[src/rtl/serial_bit_source.sv]
// serial_bit_source
//   Feeds the serial input of the downstream Moore sequence detector.
//   Parallel words arrive over a valid/ready handshake into a one-word
//   holding buffer, then leave one bit per enabled clock from a shift
//   register. Back-to-back words are emitted with no bubble bit.
//
// Parameters
//   WIDTH      word width in bits (1..32)
//   MSB_FIRST  1: bit WIDTH-1 leaves first, 0: bit 0 leaves first
//
// Ports
//   clk       rising-edge clock
//   reset     synchronous active-high reset
//   in_data   parallel word to serialize
//   in_valid  in_data is valid
//   in_ready  buffer can accept a word (~buf_full & ~reset)
//   shift_en  advance enable; 0 freezes everything but the input handshake
//   x         serial bit (registered)
//   x_valid   x carries a real data bit (registered)
//   last_bit  x holds the final bit of a word (registered)
//   busy      a word is being shifted or is waiting in the buffer
module serial_bit_source #(
  parameter int WIDTH     = 8,
  parameter bit MSB_FIRST = 1'b1
) (
  input  logic             clk,
  input  logic             reset,
  input  logic [WIDTH-1:0] in_data,
  input  logic             in_valid,
  output logic             in_ready,
  input  logic             shift_en,
  output logic             x,
  output logic             x_valid,
  output logic             last_bit,
  output logic             busy
);

  localparam int CNT_W = (WIDTH > 1) ? $clog2(WIDTH) : 1;
  localparam logic [CNT_W-1:0] CNT_LAST = CNT_W'(WIDTH - 1);

  typedef enum logic {IDLE, SHIFT} state_t;

  state_t           state;
  logic             buf_full;
  logic [WIDTH-1:0] buf_data;
  logic [WIDTH-1:0] shreg;
  logic [CNT_W-1:0] cnt;
  logic             accept;
  logic             drain;

  // Bit that leaves the word next, according to the configured order.
  function automatic logic head_bit(input logic [WIDTH-1:0] w);
    return MSB_FIRST ? w[WIDTH-1] : w[0];
  endfunction

  // Word with its head bit consumed; the following bit moves to the head.
  function automatic logic [WIDTH-1:0] advance(input logic [WIDTH-1:0] w);
    return MSB_FIRST ? (w << 1) : (w >> 1);
  endfunction

  // in_ready looks only at buf_full: a full buffer refuses input even on
  // the edge it drains, so accept and drain are mutually exclusive.
  assign in_ready = ~buf_full & ~reset;
  assign accept   = in_valid & in_ready;
  assign drain    = shift_en & buf_full & ((state == IDLE) | (cnt == '0));
  assign busy     = (state == SHIFT) | buf_full;

  // Holding buffer payload; only meaningful while buf_full is set.
  always_ff @(posedge clk) begin
    if (accept) buf_data <= in_data;
  end

  always_ff @(posedge clk) begin
    if (reset) begin
      state    <= IDLE;
      buf_full <= 1'b0;
      shreg    <= '0;
      cnt      <= '0;
      x        <= 1'b0;
      x_valid  <= 1'b0;
      last_bit <= 1'b0;
    end else begin
      if (accept)     buf_full <= 1'b1;
      else if (drain) buf_full <= 1'b0;

      if (shift_en) begin
        if (drain) begin
          // Load from IDLE or reload at word end: first bit goes straight
          // to x so the stream has no gap between words.
          state    <= SHIFT;
          shreg    <= advance(buf_data);
          x        <= head_bit(buf_data);
          x_valid  <= 1'b1;
          last_bit <= (WIDTH == 1);
          cnt      <= CNT_LAST;
        end else if (state == SHIFT && cnt != '0) begin
          shreg    <= advance(shreg);
          x        <= head_bit(shreg);
          cnt      <= cnt - 1'b1;
          last_bit <= (cnt == CNT_W'(1));
        end else if (state == SHIFT) begin
          state    <= IDLE;
          x        <= 1'b0;
          x_valid  <= 1'b0;
          last_bit <= 1'b0;
        end
      end
    end
  end

endmodule

[config.mk]
export PLATFORM = sky130hd
export DESIGN_NAME = serial_bit_source
export DESIGN_NICKNAME = d
export VERILOG_FILES = /design/src/rtl/serial_bit_source.sv
export SDC_FILE = /design/constraint.sdc
export NUM_CORES = 1
export LEC_CHECK = 0
export CORE_ASPECT_RATIO = 1.25
export CORE_MARGIN = 2
export CORE_UTILIZATION = 44
export CTS_BUF_LIST = sky130_fd_sc_hd__clkbuf_16
export CTS_CLUSTER_DIAMETER = 50
export DETAILED_ROUTE_END_ITERATION = 8
export HOLD_SLACK_MARGIN = 0.05
export PLACE_DENSITY = 0.68
export SYNTH_ARGS = -nofsm -noshare
export SYNTH_HDL_FRONTEND = slang
export SYNTH_SLANG_ARGS = --single-unit
[constraint.sdc]
create_clock -name clk -period 4.25 [get_ports clk]
set_input_delay 1.0625 -clock clk [delete_from_list [all_inputs] [get_ports clk]]
set_output_delay 1.0625 -clock clk [all_outputs]
set_load 0.02 [all_outputs]
# == After elaboration in Yosys (flattened, before gate mapping) ==
# Index checks and enable logic that the tools add are counted.
# classes
n_addsub,1
eq_ne,2
muxes,15
bitwise_logic,9
n_reduce_logical,11
# op_table
operator,n
2-to-1 mux 8 bit,2
2-to-1 mux 1 bit,11
2-to-1 mux 3 bit,2
AND reduction 2 bit,3
nonzero test 2 bit,3
nonzero test 3 bit,2
AND 1 bit,4
"== test 3 x 1 -> 1 bit, second input constant",1
zero test 3 bit,1
inverter 1 bit,3
AND reduction 3 bit,1
"subtractor 3 x 1 -> 3 bit, second input constant",1
"!= test 2 bit, second input constant",1
bitwise OR 1 bit,2
logical AND 1 bit,1
# totals
regBits,24
input_bits,12

# == Longest topological paths before layout ==
# Gate-level depths: netlist of run 1.
# depth
depth_word,5
ltp_mapped,6
depth_no_buf,5

# == Least setup slack after synthesis of run 1 ==
# OpenSTA, ideal clock, no wires.
# synth_timing
kind,input to output
startpoint,input port reset
endpoint,output port in_ready
t_arrival_ps,1545
required_time_ps,3188
slack_ps,1643
cell_stages,2
path_buffers,1
path_cell_list,clkbuf_1 -> nor2_1
# synth_via
elab_chain_cells,2
# synth_lines
element,line_no,text
"start, declared",27,"input logic reset,"
inverter 1 bit,63,assign in_ready = ~buf_full & ~reset;
AND 1 bit,63,
"end, declared",30,"output logic in_ready,"
# Every way passes these cells.

# == Worst setup path after layout of run 1 ==
# Ends and elaborated chain as after synthesis.

==> results of run 1 <==
report_power, final:
| part | internal (uW) | switching, uW |
|---|---|---|
| Sequential | 242 | 11.9 |
| Combinational | 34.6 | 41.6 |
| Clock | 128 | 80.7 |
placed cells by master (no fill, tap or decap):
cell	instances
clkdlybuf4s50_1	16
dfxtp_1	15
a21oi_1	8
edfxtp_1	8
o21ai_0	6
inv_1	5
or4_1	5
a211o_1	5
and4_1	5
nor2_1	4
nand2_1	4
o31ai_1	3
ha_1	3
clkbuf_16	3
nand2b_1	2
a221oi_1	2
nand3_1	2
and2_1	1
or2_2	1
o22ai_1	1
inv_2	1
nor2b_2	1
nor4_1	1
a2111oi_1	1
o21a_1	1
nor3b_1	1
a32o_1	1
and3_1	1
o311a_1	1
a21o_1	1
nor4bb_1	1
mux2i_1	1
a31oi_1	1
o211a_1	1
clkinvlp_4	1
layer usage:
metal / global-route usage / part of all wire / vias to the layer above
li1: - / - / 411
met1: 0.224 / 0.43 / 401
met2: 0.295 / 0.49 / 21
met3: 0.0368 / 0.039 / 7
met4: 0.104 / 0.036 / 0
met5: 0 / 0 / -
logic make-up (layout without fill, tap and decap cells):
| family | count (synthesis) | count (layout) | synth area share |
|---|---|---|---|
| adder cells (fa/ha/maj) | 3 | 3 | 0.0358 |
| flip-flops | 23 | 23 | 0.516 |
| AO/OA/AOI/OAI | 32 | 32 | 0.211 |
| multiplexers | 1 | 1 | 0.00956 |
| AND/OR/NAND/NOR | 29 | 29 | 0.177 |
| buffers and inverters | 12 | 26 | 0.0502 |
worst paths after layout:
check	startpoint	endpoint	slack [ps]	cells after the start
worst max-delay path	reset	in_ready	740	3
worst min-delay path	x_valid	x_valid	500	2
worst max register to register	state	cnt[2]	2610	3
worst min register to register	x_valid	x_valid	500	2
cell type report:
class	count	area share
well taps	31	0.0299
inverters	6	0.0173
clock inverters	1	0.00578
clock buffers	3	0.0578
flip-flops and latches	23	0.416
repair buffers	16	0.123
multi-input cells	65	0.350
sequential cells by signal, summed over array words and instances (netlist names):
name	flops
buf_data	8
buf_full	1
cnt	3
last_bit	1
shreg	7
state	1
x	1
x_valid	1
per-stage QoR:
step / hold WS, ps / worst slack, ps / instances / power, uW / area, sq um
after floorplan: 464 / 1640 / 100 / 309 / 1050
after global placement: 463 / 753 / 141 / 334 / 1220
after detailed placement: 489 / 735 / 141 / 336 / 1220
after CTS: 500 / 731 / 145 / 543 / 1300
after global routing: 529 / 653 / 145 / 563 / 1300
final: 497 / 741 / 145 / 539 / 1300
worst max-delay path: stages:
cell,delay [ps]
clkdlybuf4s50_1,570
nor2_1,190
clkdlybuf4s50_1,620
==> metrics.md, run 1 <==
| Metric | Value |
|---|---|
| Filler cells | 222 |
| Area fraction of the dominant cell type after synthesis | 0.287 |
| Routed len/inst | 14.3 um |
| Synthesized area per cell | 10.5 sq um |
| Fin Clk Skew | 4.79 ps |
| Ratio of cells with drive above 1 in the final layout | 0.0614 |
| Tcrit/Tclk final | 0.826 |
| EDFF count, synth | 8 |
| Die H | between 50 and 60 um |
| Most instantiated library cell after synthesis | dfxtp_1 |
| Status | finished, final reports clean |
| Main area contributors after synthesis | dfxtp_1 (29%), edfxtp_1 (23%), a211o_1 (4.2%), and4_1 (4.2%), a21oi_1 (3.8%) |
| Core area | 0.00223 sq mm |
| Synth area leader | dfxtp_1 |
| RSZ-0062 raised after global routing | false |
| H-Tree Depth | 1 |
| CTS tree | yes |
| Final net count | 130 |
| Synthesis-to-layout area growth | 24.0% |
| Final hold viol count | 0 |
| Final Critical Period | ~3500 ps |
| Vias in the first global route | 819 |
| Clock Path Buffers | 2 |
| Largest net degree at the start of global routing | 17 |
| Peak Freq | 0.285 GHz |
| Sequential share of the synthesized area | 0.516 |
| Hold crit path type | flip-flop to flip-flop |
| Peak VDD IR | approximately 0.00034 V |
| Vias per cell | around 5.8 |
| Least-Margin Pin Slew | 507 ps |
| Syn Nets | 115 |
| Distinct cells, synth | 35 |
| Clk sinks | 23 |
| Crit-path max FO | 9 |
| Total Wirelength | 2.07 mm |
| Crit. End Element | output port |
| Initial antenna violation count | 0 |
| Worst-path clk slew | 60 ps |
| Full die area | 0.00279 sq mm |
| Slew HR | 0.662 |
| CP startpoint kind | primary input |
| Max Transition Viols Final | 0 |
| # resized after CTS | 0 |
| Drt pass-1 iters | 4 |
| Drt drc | 0 |
| All-Layer GR Usage | 0.185 |
| Initial core utilization | 0.469 |
| Port Buffers | 16 |
| Hpwl dp | 1.45 mm |
| Grt total ovfl | 0 |
| Post-Synthesis Cells | 100 |
| Cts bufs inserted | 3 |
| Antenna fix cells | 0 |
| Synth cell count leaders | dfxtp_1 (15), a21oi_1 (8), edfxtp_1 (8) |
| Register area | ~540 sq um |
| WP data arrival | 2450 ps |
| CTS root buf | clkbuf_16 |
| CTS Hold Bufs | 0 |
| First-pass GRT wire length | 3.62 mm |
| Postcts setup bufs | 0 |
| Kind of critical path | primary input to output port |
| Lkg Pwr | about 0.00046 uW |
| MaxCap Viol Count | 0 |
| Clock latency on the worst-skew pair | 260 ps |
| Die W | roughly 48 um |
| I/O pin total | 17 |
| Prevailing post-synth register cell | dfxtp_1 |
| Post-route antenna net violation count | 0 |
| Setup Viol. Count Final | 0 |
| Setup TNS | 0 ps |
| Core Rows | 19 |
| Yosys reg bits | 23 |
| Initial DRC Count | 18 |
| Worst EP required | 3190 ps |
| PD cells | ~410 mW/mm^2 |
| Synth Warn # | 0 |
| Routability cong. | 0.733 |
| Synthesized area | 0.00105 sq mm |
| Final core utilization | 0.581 |
| Fraction of registers with async set/reset | 0 |
| Multi-input gate area | about 450 sq um |
| DR vias | 840 |
Power figures use the tool's default switching activity.
==> inputs of run 2 (changes only) <==
==> constraint.sdc (replaced) <==
create_clock -name clk -period 3.25 [get_ports clk]
set_input_delay 0.8125 -clock clk [delete_from_list [all_inputs] [get_ports clk]]
set_output_delay 0.8125 -clock clk [all_outputs]
set_load 0.02 [all_outputs]
==> run 2 against run 1 <==
Against the previous run: via count increased by 1.5%; cell area rose by 0.29%; register-to-register slack worse by 1000 ps; sequential power up 31%; clock power grew 26%; largest cell class unchanged; largest power group unchanged; highest routed layer unchanged.
==> metrics.md, run 2 (synthesized netlist as in run 1, its figures left out) <==
| Metric | Value |
|---|---|
| First-pass GRT wire length | 3.84 mm (+5.9%) |
| CP startpoint kind | primary input |
| Layout Cells excl Fill | 146 (+0.69%) |
| Routed len/inst | 15.8 um (+11%) |
| Vias in the first global route | 846 (+3.3%) |
| Status | finished, final reports clean |
| Reg2Reg Depth | 3 (unchanged) |
| Hpwl dp | 1.57 mm (+8.8%) |
| DR vias | 853 (+1.5%) |
| Largest net degree at the start of global routing | 17 (unchanged) |
| H-Tree Depth | 1 (unchanged) |
| Slew HR | 0.636 (-0.0254) |
| Max Transition Viols Final | 0 (unchanged) |
| Initial antenna violation count | 0 (unchanged) |
| Hold wc startpoint | x_valid |
| CTS tree | yes |
| Initial core utilization | 0.469 (unchanged) |
| Sw Share | 0.245 (-0.00404) |
| Crit-path max FO | 2 (-7) |
| Die W | 47.6 um (unchanged) |
| Reported net switching power | 171 uW (+28%) |
| # resized after CTS | 0 (unchanged) |
| Max reg flops | 8 (unchanged) |
| Worst EP required | 2440 ps (-750 ps) |
| Vias per cell | 5.84 (+0.85%) |
| Core area | 0.00223 sq mm (unchanged) |
| Ratio of cells with drive above 1 in the final layout | 0.0609 (-0.000534) |
| Cts bufs inserted | 3 (unchanged) |
| Filler cells | 216 (-2.7%) |
| Hold crit path type | flip-flop to flip-flop |
| Clock latency on the worst-skew pair | 260 ps (about the same) |
| Setup Viol. Count Final | 0 (unchanged) |
| Grt total ovfl | 0 (unchanged) |
| Core Rows | 19 (unchanged) |
| Antenna fix cells | 0 (unchanged) |
| I/O pin total | 17 (unchanged) |
| Worst reg2reg setup slack | 1570 ps (-1040 ps) |
| Largest registers | buf_data: 8 flops, shreg: 7 flops, cnt: 3 flops |
| MaxCap Viol Count | 0 (unchanged) |
| Pint | 528 uW (+30%) |
| Register area | 541 sq um (unchanged) |
| Fin Clk Skew | 1.93 ps (-2.87 ps) |
| Total Wirelength | 2.31 mm (+12%) |
| Peak Freq | ~0.35 GHz |
| Reg2Reg Capture Point | shreg[5] |
| Combinational Power Share | 0.148 (+0.007) |
| Worst-path clk slew | 60 ps (about the same) |
| Clock Path Buffers | 2 (unchanged) |
| Reg2reg start | state |
| WP data arrival | 2030 ps (-420 ps) |
| CTS Hold Bufs | 0 (unchanged) |
| Die H | 58.5 um (unchanged) |
| Placed inst area | 0.00122 sq mm (+0.62%) |
| CTS root buf | clkbuf_16 |
| Lkg Pwr | 0.000472 uW (+2.2%) |
| Critical path launch point | reset |
| Clk sinks | 23 (unchanged) |
| RSZ-0062 raised after global routing | false |
| Commonest non-fill, non-tap cell in the layout | clkdlybuf4s50_1 |
| Seq pwr share | 0.477 (+0.005) |
| Crit. End Element | output port |
| Initial DRC Count | 38 (+20) |
| Final hold viol count | 0 (unchanged) |
| Synthesis-to-layout area growth | 24.4% |
| Tcrit/Tclk final | 0.876 |
| Final instance area | 0.00130 sq mm (+0.29%) |
| Least-Margin Pin Slew | 545 ps (+38.1 ps) |
| PD cells | 537 mW/mm^2 (+29%) |
| Routability cong. | 0.758 (+3.4%) |
| Dpl cells | 142 (+0.71%) |
| Clk pwr share | 0.375 (-0.012) |
| Largest register by flop count | buf_data |
| Hold Path Stages | 2 (unchanged) |
| Port Buffers | 16 (unchanged) |
| All-Layer GR Usage | 0.195 (+0.0104) |
| Hold EP | x_valid |
| Power consumption | 699 uW (+30%) |
| Postcts setup bufs | 0 (unchanged) |
| Final net count | 131 (+0.77%) |
| Drt pass-1 iters | 4 (unchanged) |
| Peak VDD IR | 0.000359 V (+5.9%) |
| Post-route antenna net violation count | 0 (unchanged) |
| Drt drc | 0 (unchanged) |
| Final Critical Period | 2850 ps |
| Final core utilization | 0.583 (+0.00168) |
| Most frequent cells in the layout | clkdlybuf4s50_1 (16), dfxtp_1 (15), a21oi_1 (8), edfxtp_1 (8) |
| Full die area | 0.00279 sq mm (unchanged) |
| Kind of critical path | primary input to output port |
| Multi-input gate area | 454 sq um (unchanged) |
| Setup TNS | 0 ps (unchanged) |
==> run 2: cell types whose count changed in the layout (fill, tap and decap cells not counted), sizes merged <==
cell,previous run,this run
inv,6,7
clkinvlp,1,0
buf,0,1
==> run 2: metal layers <==
| metal | GRT usage | up-vias | routed length [um] |
|---|---|---|---|
| met3 | 0.0276 | 5 | 118 |
| met5 | 0 | - | 0 |
| met2 | 0.326 | 28 | 1180 |
| li1 | - | 412 | - |
| met4 | 0.0927 | 0 | 57 |
| met1 | 0.238 | 408 | 952 |
==> run 2: critical path: stages <==
cell             delay [ps]
clkdlybuf4s50_1         450
nor2_1                  150
clkdlybuf4s50_1         620
==> run 2: worst max-delay path by stage <==
| stage | depth (start not counted) | endpoint | slack [ps] |
|---|---|---|---|
| final | 3 | in_ready | 400 |
| after global routing | 3 | in_ready | 380 |
| after CTS | 3 | in_ready | 420 |
| after detailed placement | 3 | in_ready | 420 |
| after global placement | 3 | in_ready | 430 |
| after floorplan | 2 | in_ready | 1140 |
==> run 2: per-stage QoR <==
step	setup slack (ps)	hold slack, ps
after floorplan	1140	464
after global placement	433	462
after detailed placement	422	475
after CTS	416	485
after global routing	377	528
final	404	482
==> run 2: cell type report <==
| type | instances | share of cell area |
|---|---|---|
| clock buffers | 3 | 0.0576 |
| inverters | 6 | 0.0173 |
| flip-flops and latches | 23 | 0.415 |
| multi-input cells | 65 | 0.349 |
| repair buffers | 17 | 0.129 |
| clock inverters | 1 | 0.00288 |
| well taps | 31 | 0.0298 |
==> run 2: power by group through the flow <==
stage | clock [uW] | combinational, uW | sequential [uW]
floorplan | 0 | 70.0 | 333
global placement | 0 | 99.2 | 338
detailed placement | 0 | 103 | 338
CTS | 265 | 104 | 332
global route | 281 | 116 | 335
finish | 262 | 103 | 333
==> inputs of run 3 (changes only) <==
--- a/config.mk
+++ b/config.mk
@@ -11,7 +11,7 @@
 export CTS_BUF_LIST = sky130_fd_sc_hd__clkbuf_16
 export CTS_CLUSTER_DIAMETER = 50
 export DETAILED_ROUTE_END_ITERATION = 8
-export HOLD_SLACK_MARGIN = 0.05
+export HOLD_SLACK_MARGIN = 0.06
 export PLACE_DENSITY = 0.68
 export SYNTH_ARGS = -nofsm -noshare
 export SYNTH_HDL_FRONTEND = slang
==> results of run 3 <==
The final DEF is identical to that of run 2; final timing and power are the same.
==> patch: new RTL, flow settings as in run 1 <==
Change the parameter `WIDTH` from 8 to 4.
--- a/src/rtl/serial_bit_source.sv
+++ b/src/rtl/serial_bit_source.sv
@@ -21,5 +21,5 @@
 //   busy      a word is being shifted or is waiting in the buffer
 module serial_bit_source #(
-  parameter int WIDTH     = 8,
+  parameter int WIDTH     = 4,
   parameter bit MSB_FIRST = 1'b1
 ) (
Interface: changed (resized in_data); port bits go from 17 to 13. No check against the original RTL was run, so the function may have changed too.
==> patch against run 1 <==
Largest cell class unchanged; synthesized cell count decreased by 37%; total power decreased by 31%; synthesized area decreased by 38%; routed wire length decreased by 43%; critical path type unchanged; via count decreased by 41%; first-iteration DRC count decreased by 72%; sequential cell count decreased by 9; cell area decreased by 34%; cell count decreased by 35%; critical endpoint unchanged; worst setup slack improved by 0.22 ns.
==> patch: results (changes against run 1) <==
Run status
  • Run status: finished, final reports clean

GRT
  • Wire length of the first global-routing pass: 1.897 mm (-48%)
  • Largest net degree at the start of global routing: 14 (-3)
  • Antenna violations before repair: 0 (unchanged)
  • Overall global routing resource usage: 15.65% (-2.8 points)
  • Number of global-route vias before repair: 446 (-46%)

Place
  • Number of port buffers: 12 (-4)
  • Dpl hpwl: 833.6 um (-42%)
  • Placer congestion estimate: 0.7364 (+0.50%)
  • Placement Setup Slack: 0.9545 ns (+0.2194 ns)
  • Dpl cells: 90 (-36%)

Routing
  • Number of iterations in the first detailed-routing pass: 5 (+1)
  • Starting DRT DRC Count: 5 (-13)
  • Total via count after detailed routing: 499 (-41%)
  • Post-detailed-route wirelength per cell: 12.51 um (-12%)

Job
  • Max Cap Viol: 0 (unchanged)

Yosys
  • Count of unique library cells instantiated by Yosys: 30 (-14%)
  • Synth Warn #: 0 (unchanged)
  • Number of synthesized flops with an enable pin: 4 (-4)
  • Leading cell types by total area after synthesis: dfxtp_1, edfxtp_1, a21oi_1
  • Async set or reset register ratio after synthesis: 0% (unchanged)
  • Top post-synthesis cells by count: dfxtp_1, a21oi_1, edfxtp_1, nand2b_1
  • Syn Nets: 73 (-37%)
  • Sequential area share after synthesis: 49.42% (-2.2 points)
  • Average instance area after synthesis: 10.29 um^2 (-1.8%)

STA
  • Clk_skew: 0.004929 ns (+0.0001376 ns)
  • Worst Tran Pin Value: 0.4874 ns (-0.01930 ns)
  • Max Transition Viols Final: 0 (unchanged)

Critical path
  • CP top delay family: buffers and inverters
  • Worst path arrival time: 2.22 ns (-0.23 ns)
  • Worst Path Max Fanout: 2 (-7)
  • Slowest-stage cell, CP: clkdlybuf4s50_1
  • Max stage delay on crit path: 0.62 ns (about the same)

Clocking
  • Post-CTS setup repair buffer count: 0 (unchanged)
  • CTS Buf Count: 3 (unchanged)
  • CTS H-tree depth: 1 (unchanged)
  • Skew-Pair Late Insertion Delay: 0.24 ns (-0.02 ns)
  • Buffer depth of the longest clock path: 2 (unchanged)
  • Resize count post-CTS: 0 (unchanged)
  • Cell chosen for the clock root: clkbuf_16
  • Reg clk slew, reported paths: 0.04 ns (-0.02 ns)

Power and ir drop
  • Internal: 0.0002936 W (-27%)
  • Leakage power of the design: 0.3163 nW (-32%)
  • Power Combinational: 0.0000459 W (-40%)
  • Sequential power: 0.000152 W (-40%)
  • Peak supply drop: 0.0003067 V (-9.4%)

Final layout
  • Nets: 88 (-32%)
  • Post-layout instance count excluding filler cells: 94 (-35%)
  • Filler Cells Inserted: 125 (-44%)
  • Biggest regs: buf_data x4, shreg x3, cnt x2
  • Number of antenna diodes: 0 (unchanged)
  • Fraction of final layout cells with drive strength greater than 1: 16.88% (+11 points)

Worst hold path
  • Path type of the worst min-delay path: reg -> reg
==> patch: area by class of cell <==
type,count,area share (%)
clock buffers,3,8.721
repair buffers,13,14.83
well taps,17,2.471
clock inverters,1,0.4360
multi-input cells,42,34.59
flip-flops and latches,14,37.21
inverters,4,1.744
==> patch: cell families (layout without fill, tap and decap cells) <==
group	Yosys count	after routing	synth area share (%)
mux	1	1	1.544
compound gates	19	19	22.20
fa+ha+maj	2	2	3.860
buf+inv	7	21	4.632
flops	14	14	49.42
simple gates	20	20	18.34
==> patch: routing by layer <==
layer	track usage (%)	wire (um)	share of wire (%)	vias up
li1	-	-	-	253
met1	18.05	502	43	231
met2	25.08	608	52	11
met3	5.687	45	3.8	4
met4	8.571	19	1.6	0
met5	0	0	0	-
==> patch: worst paths after layout <==
check                             start               endpoint  slack (ns)  cells after the start
setup / recovery                  reset               in_ready        0.96                      3
hold / removal    last_bit$_SDFFE_PP0P_  last_bit$_SDFFE_PP0P_        0.47                      2
setup reg to reg    cnt[0]$_SDFFE_PP0P_  shreg[3]$_SDFFE_PP0P_        2.86                      5
hold reg to reg   last_bit$_SDFFE_PP0P_  last_bit$_SDFFE_PP0P_        0.47                      2
==> patch: per-stage QoR <==
step                      util, %   power, W  area [um^2]  hold slack [ns]
after floorplan                 -  0.0001826        648.1           0.4536
after global placement      57.08  0.0001997        782.0           0.4529
after detailed placement    57.08  0.0002006        782.0           0.4647
after CTS                   62.83  0.0003754        860.8           0.4718
after global routing        62.83  0.0003870        860.8           0.4985
final                       62.83  0.0003717        860.8           0.4699
==> patch: worst min-delay path, cell delays in order (launching register included) <==
cell,delay [ns]
dfxtp_1,0.30
nand2b_1,0.07
a21oi_1,0.05
